===== config.mk =====
export PLATFORM = sky130hd
export DESIGN_NAME = sevenseg_scan_driver_flat
export DESIGN_NICKNAME = d
export VERILOG_FILES = /design/src/rtl/sevenseg_scan_driver_if.sv /design/src/rtl/sevenseg_scan_driver.sv /design/src/flat_wrapper.sv
export SDC_FILE = /design/constraint.sdc
export NUM_CORES = 1
export LEC_CHECK = 0
export ABC_AREA = 1
export ABC_CLOCK_PERIOD_IN_PS = 3000
export BUFFER_PORTS_ARGS = -buffer_cell sky130_fd_sc_hd__buf_4
export CAP_MARGIN = 15
export CORE_MARGIN = 1.5
export CORE_UTILIZATION = 55
export CTS_BUF_LIST = sky130_fd_sc_hd__clkbuf_4 sky130_fd_sc_hd__clkbuf_8
export CTS_CLUSTER_SIZE = 8
export DETAILED_ROUTE_END_ITERATION = 8
export PLACE_DENSITY = 0.8
export SLEW_MARGIN = 15
export SYNTH_ARGS = -nofsm -noshare
export SYNTH_HDL_FRONTEND = slang
export SYNTH_SLANG_ARGS = --single-unit

===== constraint.sdc =====
create_clock -name clk -period 3 [get_ports clk]
set_input_delay 0.6 -clock clk [delete_from_list [all_inputs] [get_ports clk]]
set_output_delay 0.6 -clock clk [all_outputs]
set_load 0.01 [all_outputs]

===== src/rtl/sevenseg_scan_driver_if.sv =====
// Interface for the 7-segment driver: load handshake, direction switch and SEG/AN pins.
// The master loads values and reads the display pins; the slave is the driver block.
interface sevenseg_scan_driver_if #(
  parameter int N_DIGITS = 4,
  parameter int VAL_W    = 12
);
  logic [VAL_W-1:0]    value_in;
  logic                load;
  logic                busy;
  logic                dir_in;
  logic                ovf;
  logic [6:0]          SEG;
  logic [N_DIGITS-1:0] AN;

  modport master (
    output value_in, load, dir_in,
    input  busy, ovf, SEG, AN
  );

  modport slave (
    input  value_in, load, dir_in,
    output busy, ovf, SEG, AN
  );
endinterface


===== src/rtl/sevenseg_scan_driver.sv =====
// Multiplexed 7-segment driver: serial double-dabble BCD conversion (VAL_W+1 cycles load to commit,
// load ignored while busy), then guarded anode scanning with glyph, blanking and overflow dashes.
module sevenseg_scan_driver #(
  parameter int N_DIGITS = 4,
  parameter int VAL_W    = 12,
  parameter int SCAN_DIV = 262144,
  parameter int GUARD    = 64,
  parameter int GLYPH_EN = 1,
  parameter int BLANK_LZ = 1
) (
  input  logic                    clk,
  input  logic                    rst_n,
  sevenseg_scan_driver_if.slave   bus
);

  localparam int D     = N_DIGITS - GLYPH_EN;
  localparam int BCD_W = 4 * D;
  localparam int TOT_W = BCD_W + VAL_W;
  localparam int CNT_W = $clog2(VAL_W + 1);
  localparam int PS_W  = $clog2(SCAN_DIV);
  localparam int IDX_W = $clog2(N_DIGITS);

  function automatic logic [31:0] pow10(input int n);
    logic [31:0] r;
    r = 32'd1;
    for (int i = 0; i < n; i++) begin
      r = r * 32'd10;
    end
    return r;
  endfunction

  localparam logic [31:0] LIMIT = pow10(D);

  function automatic logic [6:0] dec7(input logic [3:0] nib);
    logic [6:0] s;
    case (nib)
      4'd0:    s = 7'b1000000;
      4'd1:    s = 7'b1111001;
      4'd2:    s = 7'b0100100;
      4'd3:    s = 7'b0110000;
      4'd4:    s = 7'b0011001;
      4'd5:    s = 7'b0010010;
      4'd6:    s = 7'b0000010;
      4'd7:    s = 7'b1111000;
      4'd8:    s = 7'b0000000;
      4'd9:    s = 7'b0011000;
      default: s = 7'h7F;
    endcase
    return s;
  endfunction

  typedef enum logic [1:0] {
    S_IDLE,
    S_SHIFT,
    S_COMMIT
  } state_e;

  state_e             state_q, state_d;
  logic [VAL_W-1:0]   bin_q, bin_d;
  logic [BCD_W-1:0]   bcd_q, bcd_d;
  logic [CNT_W-1:0]   cnt_q, cnt_d;
  logic [BCD_W-1:0]   disp_q, disp_d;
  logic               ovf_q, ovf_d;
  logic               pend_q, pend_d;

  logic [BCD_W-1:0]   bcd_adj;
  logic [TOT_W-1:0]   shifted;

  logic [PS_W-1:0]     presc_q, presc_d;
  logic [IDX_W-1:0]    idx_q, idx_d;
  logic [6:0]          seg_q, seg_d;
  logic [N_DIGITS-1:0] an_q, an_d;
  logic                dir_meta_q, dir_sync_q;

  logic [3:0]          cur_nib;
  logic                upper_nz;

  // One double-dabble step: correct every nibble >=5, then shift the whole chain left.
  always_comb begin
    bcd_adj = bcd_q;
    for (int i = 0; i < D; i++) begin
      if (bcd_q[4*i +: 4] >= 4'd5) begin
        bcd_adj[4*i +: 4] = bcd_q[4*i +: 4] + 4'd3;
      end
    end
    shifted = {bcd_adj, bin_q} << 1;
  end

  always_comb begin
    state_d = state_q;
    bin_d   = bin_q;
    bcd_d   = bcd_q;
    cnt_d   = cnt_q;
    disp_d  = disp_q;
    ovf_d   = ovf_q;
    pend_d  = pend_q;
    case (state_q)
      S_IDLE: begin
        if (bus.load) begin
          bin_d   = bus.value_in;
          bcd_d   = '0;
          cnt_d   = '0;
          pend_d  = (32'(bus.value_in) >= LIMIT);
          state_d = S_SHIFT;
        end
      end
      S_SHIFT: begin
        bcd_d = shifted[TOT_W-1:VAL_W];
        bin_d = shifted[VAL_W-1:0];
        cnt_d = cnt_q + CNT_W'(1);
        if (cnt_q == CNT_W'(VAL_W - 1)) begin
          state_d = S_COMMIT;
        end
      end
      S_COMMIT: begin
        disp_d  = bcd_q;
        ovf_d   = pend_q;
        state_d = S_IDLE;
      end
      default: state_d = S_IDLE;
    endcase
  end

  always_ff @(posedge clk or negedge rst_n) begin
    if (!rst_n) begin
      state_q <= S_IDLE;
      bin_q   <= '0;
      bcd_q   <= '0;
      cnt_q   <= '0;
      disp_q  <= '0;
      ovf_q   <= 1'b0;
      pend_q  <= 1'b0;
    end else begin
      state_q <= state_d;
      bin_q   <= bin_d;
      bcd_q   <= bcd_d;
      cnt_q   <= cnt_d;
      disp_q  <= disp_d;
      ovf_q   <= ovf_d;
      pend_q  <= pend_d;
    end
  end

  always_comb begin
    presc_d = presc_q + PS_W'(1);
    idx_d   = idx_q;
    if (presc_q == PS_W'(SCAN_DIV - 1)) begin
      presc_d = '0;
      idx_d   = (idx_q == IDX_W'(N_DIGITS - 1)) ? '0 : idx_q + IDX_W'(1);
    end
  end

  // upper_nz: any nonzero nibble at or above the digit being scanned.
  always_comb begin
    cur_nib  = 4'd0;
    upper_nz = 1'b0;
    for (int i = 0; i < D; i++) begin
      if (i == int'(idx_q)) begin
        cur_nib = disp_q[4*i +: 4];
      end
      if (i >= int'(idx_q) && disp_q[4*i +: 4] != 4'd0) begin
        upper_nz = 1'b1;
      end
    end
  end

  always_comb begin
    if (presc_q < PS_W'(GUARD)) begin
      an_d = '1;
    end else begin
      an_d = ~(N_DIGITS'(1) << idx_q);
    end

    if (GLYPH_EN != 0 && idx_q == IDX_W'(N_DIGITS - 1)) begin
      seg_d = dir_sync_q ? 7'b0101111 : 7'b0001110;
    end else if (ovf_q) begin
      seg_d = 7'b0111111;
    end else if (BLANK_LZ != 0 && idx_q != '0 && !upper_nz) begin
      seg_d = 7'h7F;
    end else begin
      seg_d = dec7(cur_nib);
    end
  end

  always_ff @(posedge clk or negedge rst_n) begin
    if (!rst_n) begin
      presc_q    <= '0;
      idx_q      <= '0;
      seg_q      <= 7'h7F;
      an_q       <= '1;
      dir_meta_q <= 1'b0;
      dir_sync_q <= 1'b0;
    end else begin
      presc_q    <= presc_d;
      idx_q      <= idx_d;
      seg_q      <= seg_d;
      an_q       <= an_d;
      dir_meta_q <= bus.dir_in;
      dir_sync_q <= dir_meta_q;
    end
  end

  assign bus.busy = (state_q != S_IDLE);
  assign bus.ovf  = ovf_q;
  assign bus.SEG  = seg_q;
  assign bus.AN   = an_q;

endmodule


===== src/flat_wrapper.sv =====
// flat-port wrapper written by rule: the top's interface ports become plain ports
module sevenseg_scan_driver_flat 
#(
  parameter int N_DIGITS = 4,
  parameter int VAL_W    = 12,
  parameter int SCAN_DIV = 262144,
  parameter int GUARD    = 64,
  parameter int GLYPH_EN = 1,
  parameter int BLANK_LZ = 1
)
  (clk, rst_n, bus_value_in, bus_load, bus_dir_in, bus_busy, bus_ovf, bus_SEG, bus_AN);
  sevenseg_scan_driver_if #(.N_DIGITS(N_DIGITS), .VAL_W(VAL_W)) bus_i ();
  input  logic clk;
  input  logic rst_n;
  input wire logic [$bits(bus_i.value_in)-1:0] bus_value_in;
  input wire logic [$bits(bus_i.load)-1:0] bus_load;
  input wire logic [$bits(bus_i.dir_in)-1:0] bus_dir_in;
  output wire logic [$bits(bus_i.busy)-1:0] bus_busy;
  output wire logic [$bits(bus_i.ovf)-1:0] bus_ovf;
  output wire logic [$bits(bus_i.SEG)-1:0] bus_SEG;
  output wire logic [$bits(bus_i.AN)-1:0] bus_AN;
  assign bus_i.value_in = bus_value_in;
  assign bus_i.load = bus_load;
  assign bus_i.dir_in = bus_dir_in;
  assign bus_busy = bus_i.busy;
  assign bus_ovf = bus_i.ovf;
  assign bus_SEG = bus_i.SEG;
  assign bus_AN = bus_i.AN;
  sevenseg_scan_driver #(.N_DIGITS(N_DIGITS), .VAL_W(VAL_W), .SCAN_DIV(SCAN_DIV), .GUARD(GUARD), .GLYPH_EN(GLYPH_EN), .BLANK_LZ(BLANK_LZ)) u_core (.clk(clk), .rst_n(rst_n), .bus(bus_i));
endmodule

==> impl_metrics.env <==
export IMPL_clkLatencyLatePin_ns=0.35
export IMPL_cts_resized_gates=0
export IMPL_status="finished clean"
export IMPL_required_ns=3.27
export IMPL_cts_buffer_depth=2
export IMPL_synth_mux_area_fraction=0.00263
export IMPL_placed_cell_area_um2=4100
export IMPL_hold_start="u_core.dir_meta_q"
export IMPL_crit_path_start="u_core.idx_q[1]"
export IMPL_synth_xor_area_frac=0.0322
export IMPL_avgSynthCellArea_um2=8.72
export IMPL_routed_via_count=3001
export IMPL_drv_cap=0
export IMPL_drt_wirelength_per_cell_um=12.9
export IMPL_grt_start_max_net_pins=78
export IMPL_finalSetupViolCount=0
export IMPL_fin_nets=500
export IMPL_finalMaxSlewViolations=0
export IMPL_antenna_left=0
export IMPL_fmax_mhz=512
export IMPL_cp_max_fo=7
export IMPL_hold_violations=0
export IMPL_layout_common_cells="89 x nand2_1, 69 x inv_1, 66 x dfrtp_1"
export IMPL_cts_tree="yes"
export IMPL_tightest_slew_ns=0.919
export IMPL_fin_tns_setup_ns=0
export IMPL_wl_met1_um=3320
export IMPL_rsz0062_at_grt="false"
export IMPL_synth_seq_area_share=0.510
export IMPL_htreeDepth=3
export IMPL_async_reset_ff_frac=1.00
export IMPL_critPathTopFamily="simple AND/OR/NAND/NOR gates"
export IMPL_path_buf_inv=4
export IMPL_r2r_setup_slack_ns=1.05
export IMPL_antenna_found_initial=0
export IMPL_min_period_ns=1.95
export IMPL_ys_flop_type="dfrtp_1"
export IMPL_cts_sinks=77
export IMPL_critPathLaunchType="flop"
export IMPL_routed_via_density=5.41
export IMPL_overflow=0
export IMPL_ys_ff_latch=77
export IMPL_cts_buffers=9
export IMPL_io_buffer_count=28
export IMPL_final_area_um2=4310
export IMPL_die_h_um=86.2
export IMPL_path_clk_slew_ns=0.07
export IMPL_synth_edf_count=0
export IMPL_critPathKind="reg -> reg"
export IMPL_arrival_ns=2.23
export IMPL_coreArea_um2=6760
export IMPL_std_cell_rows=30
export IMPL_final_common_cell="nand2_1"
export IMPL_cts_hold_buf=0
export IMPL_min_path_type="reg -> reg"
export IMPL_wl_met3_um=310
export IMPL_root_buffer="clkbuf_8"
export IMPL_crit_slowest_cell="dfrtp_1"
export IMPL_syn_nets=467
export IMPL_antenna_cells=0
export IMPL_n_fill_cell=550
export IMPL_max_slew_margin_rel=0.388
export IMPL_dp_hpwl_um=5000
export IMPL_synth_cells=437
export IMPL_ys_types=38
export IMPL_highest_layer="met4"
export IMPL_setup_worst_path_end_class="flop"
export IMPL_max_stage_delay_ns=0.42
export IMPL_worst_r2r_startpoint="u_core.idx_q[1]"
export IMPL_gp_congestion=0.918
export IMPL_ir_drop_uv=537
export IMPL_power_density_nw_per_um2=837
export IMPL_crit_top_cell="nand2_1"
export IMPL_die_x_um=86.2
export IMPL_initial_utilization=0.564
export IMPL_ios=29
export IMPL_total_power_uw=3610
export IMPL_syn_area_um2=3810
export IMPL_route_detailed_drc=0
export IMPL_p_leak_uw=0.00218
export IMPL_area_delta_synth_final_pct=13.0
export IMPL_synth_simple_area_share=0.221
export IMPL_critical_path_cell_chain="inv_1, ha_1, inv_2, nand3_1, nand2_1, nand2_1, inv_1, ha_1, inv_1, nand2_1, nand2_1, nor2_1, o21bai_1, nand2_1"
export IMPL_wirelength_um=7140
export IMPL_die_area_um2=7430
export IMPL_fin_skew_ns=0.0188
export IMPL_drt_iter0_markers=154
export IMPL_wl_met2_um=3420
export IMPL_synth_compound_area_frac=0.106
export IMPL_post_cts_buffers=0
export IMPL_final_layout_size_suffix_gt1_frac=0.158
export IMPL_ys_warn_count=0
export IMPL_grtUsageTotal=0.212
export IMPL_timing_final_crit_share=0.651
export IMPL_dr_pass1_iters=4
export IMPL_synth_top_family_by_area="simple AND/OR/NAND/NOR gates"
export IMPL_synthAdderAreaFrac=0.0460
export IMPL_grt_pass1_wl_um=12500
export IMPL_first_global_vias=2834
==> cell families (layout without fill, tap and decap cells) <==
kind of cell / after synthesis / count (layout)
AOI/OAI and AO/OA: 68 / 68
xor gates and xnor gates: 14 / 14
adders and majority gates: 14 / 14
buffers and inverters: 80 / 118
DFF: 77 / 77
muxes: 1 / 1
and+or+nand+nor: 183 / 183
==> through the flow <==
stage	setup WS (ns)	std cells	utilization	hold slack, ns
floorplan	1.24	437	-	0.304
global placement	1.08	539	0.606	0.336
detailed placement	1.03	539	0.606	0.341
CTS	1.06	555	0.637	0.349
global route	0.865	555	0.637	0.343
finish	1.05	555	0.637	0.360
==> Yosys cell counts, drive strengths merged (9+ instances only) <==
library cell | number | share of area
dfstp | 11 | 0.076
dfrtp | 66 | 0.43
a21oi | 11 | 0.014
nand3 | 27 | 0.038
nor2 | 37 | 0.039
xor2 | 11 | 0.025
inv | 71 | 0.070
ha | 14 | 0.046
o221ai | 9 | 0.021
nand4 | 14 | 0.023
o21ai | 34 | 0.045
nand2 | 93 | 0.094
==> worst reg2reg max path, cell delays in order (launching register included) <==
cell,delay [ns]
dfrtp_1,0.42
inv_1,0.13
ha_1,0.29
inv_2,0.08
nand3_1,0.08
nand2_1,0.05
nand2_1,0.14
inv_1,0.09
ha_1,0.20
inv_1,0.05
nand2_1,0.04
nand2_1,0.07
nor2_1,0.05
o21bai_1,0.13
nand2_1,0.07
==> state kept, by name (all words and copies together) (netlist names) <==
name	count
u_core.cnt_q	4
u_core.presc_q	18
u_core.dir_sync_q	1
u_core.bus.AN	4
u_core.bus.ovf	1
u_core.bcd_q	12
u_core.state_q	2
u_core.disp_q	12
u_core.idx_q	2
u_core.dir_meta_q	1
u_core.bus.SEG	7
u_core.pend_q	1
u_core.bin_q	12
==> where the power goes <==
group / internal, uW / total [uW] / switching, uW
Sequential: 1360 / 1530 / 164
Combinational: 493 / 1260 / 771
Clock: 449 / 814 / 365
Total: 2310 / 3610 / 1300
==> worst paths after layout <==
kind,to,depth (start not counted)
worst max-delay path,u_core.bus.SEG[5],14
worst min-delay path,u_core.dir_sync_q,0
worst max register to register,u_core.bus.SEG[5],14
worst min register to register,u_core.dir_sync_q,0
max in group asynchronous,u_core.disp_q[11],1
min in group asynchronous,u_core.presc_q[5],1
==> per-layer routing <==
layer	track usage	up-vias
li1	-	1496
met1	0.266	1428
met2	0.364	68
met3	0.0467	9
met4	0.0733	0
met5	0	-
==> cell type report <==
type / count / area (um2) / area share
inverters: 71 / 267 / 0.0619
repair buffers: 31 / 233 / 0.0541
multi-input cells: 280 / 1560 / 0.361
clock inverters: 3 / 43.8 / 0.0102
well taps: 80 / 100 / 0.0232
flip-flops and latches: 77 / 1940 / 0.451
clock buffers: 13 / 166 / 0.0387
No activity file was read; power rests on OpenSTA's default activity.
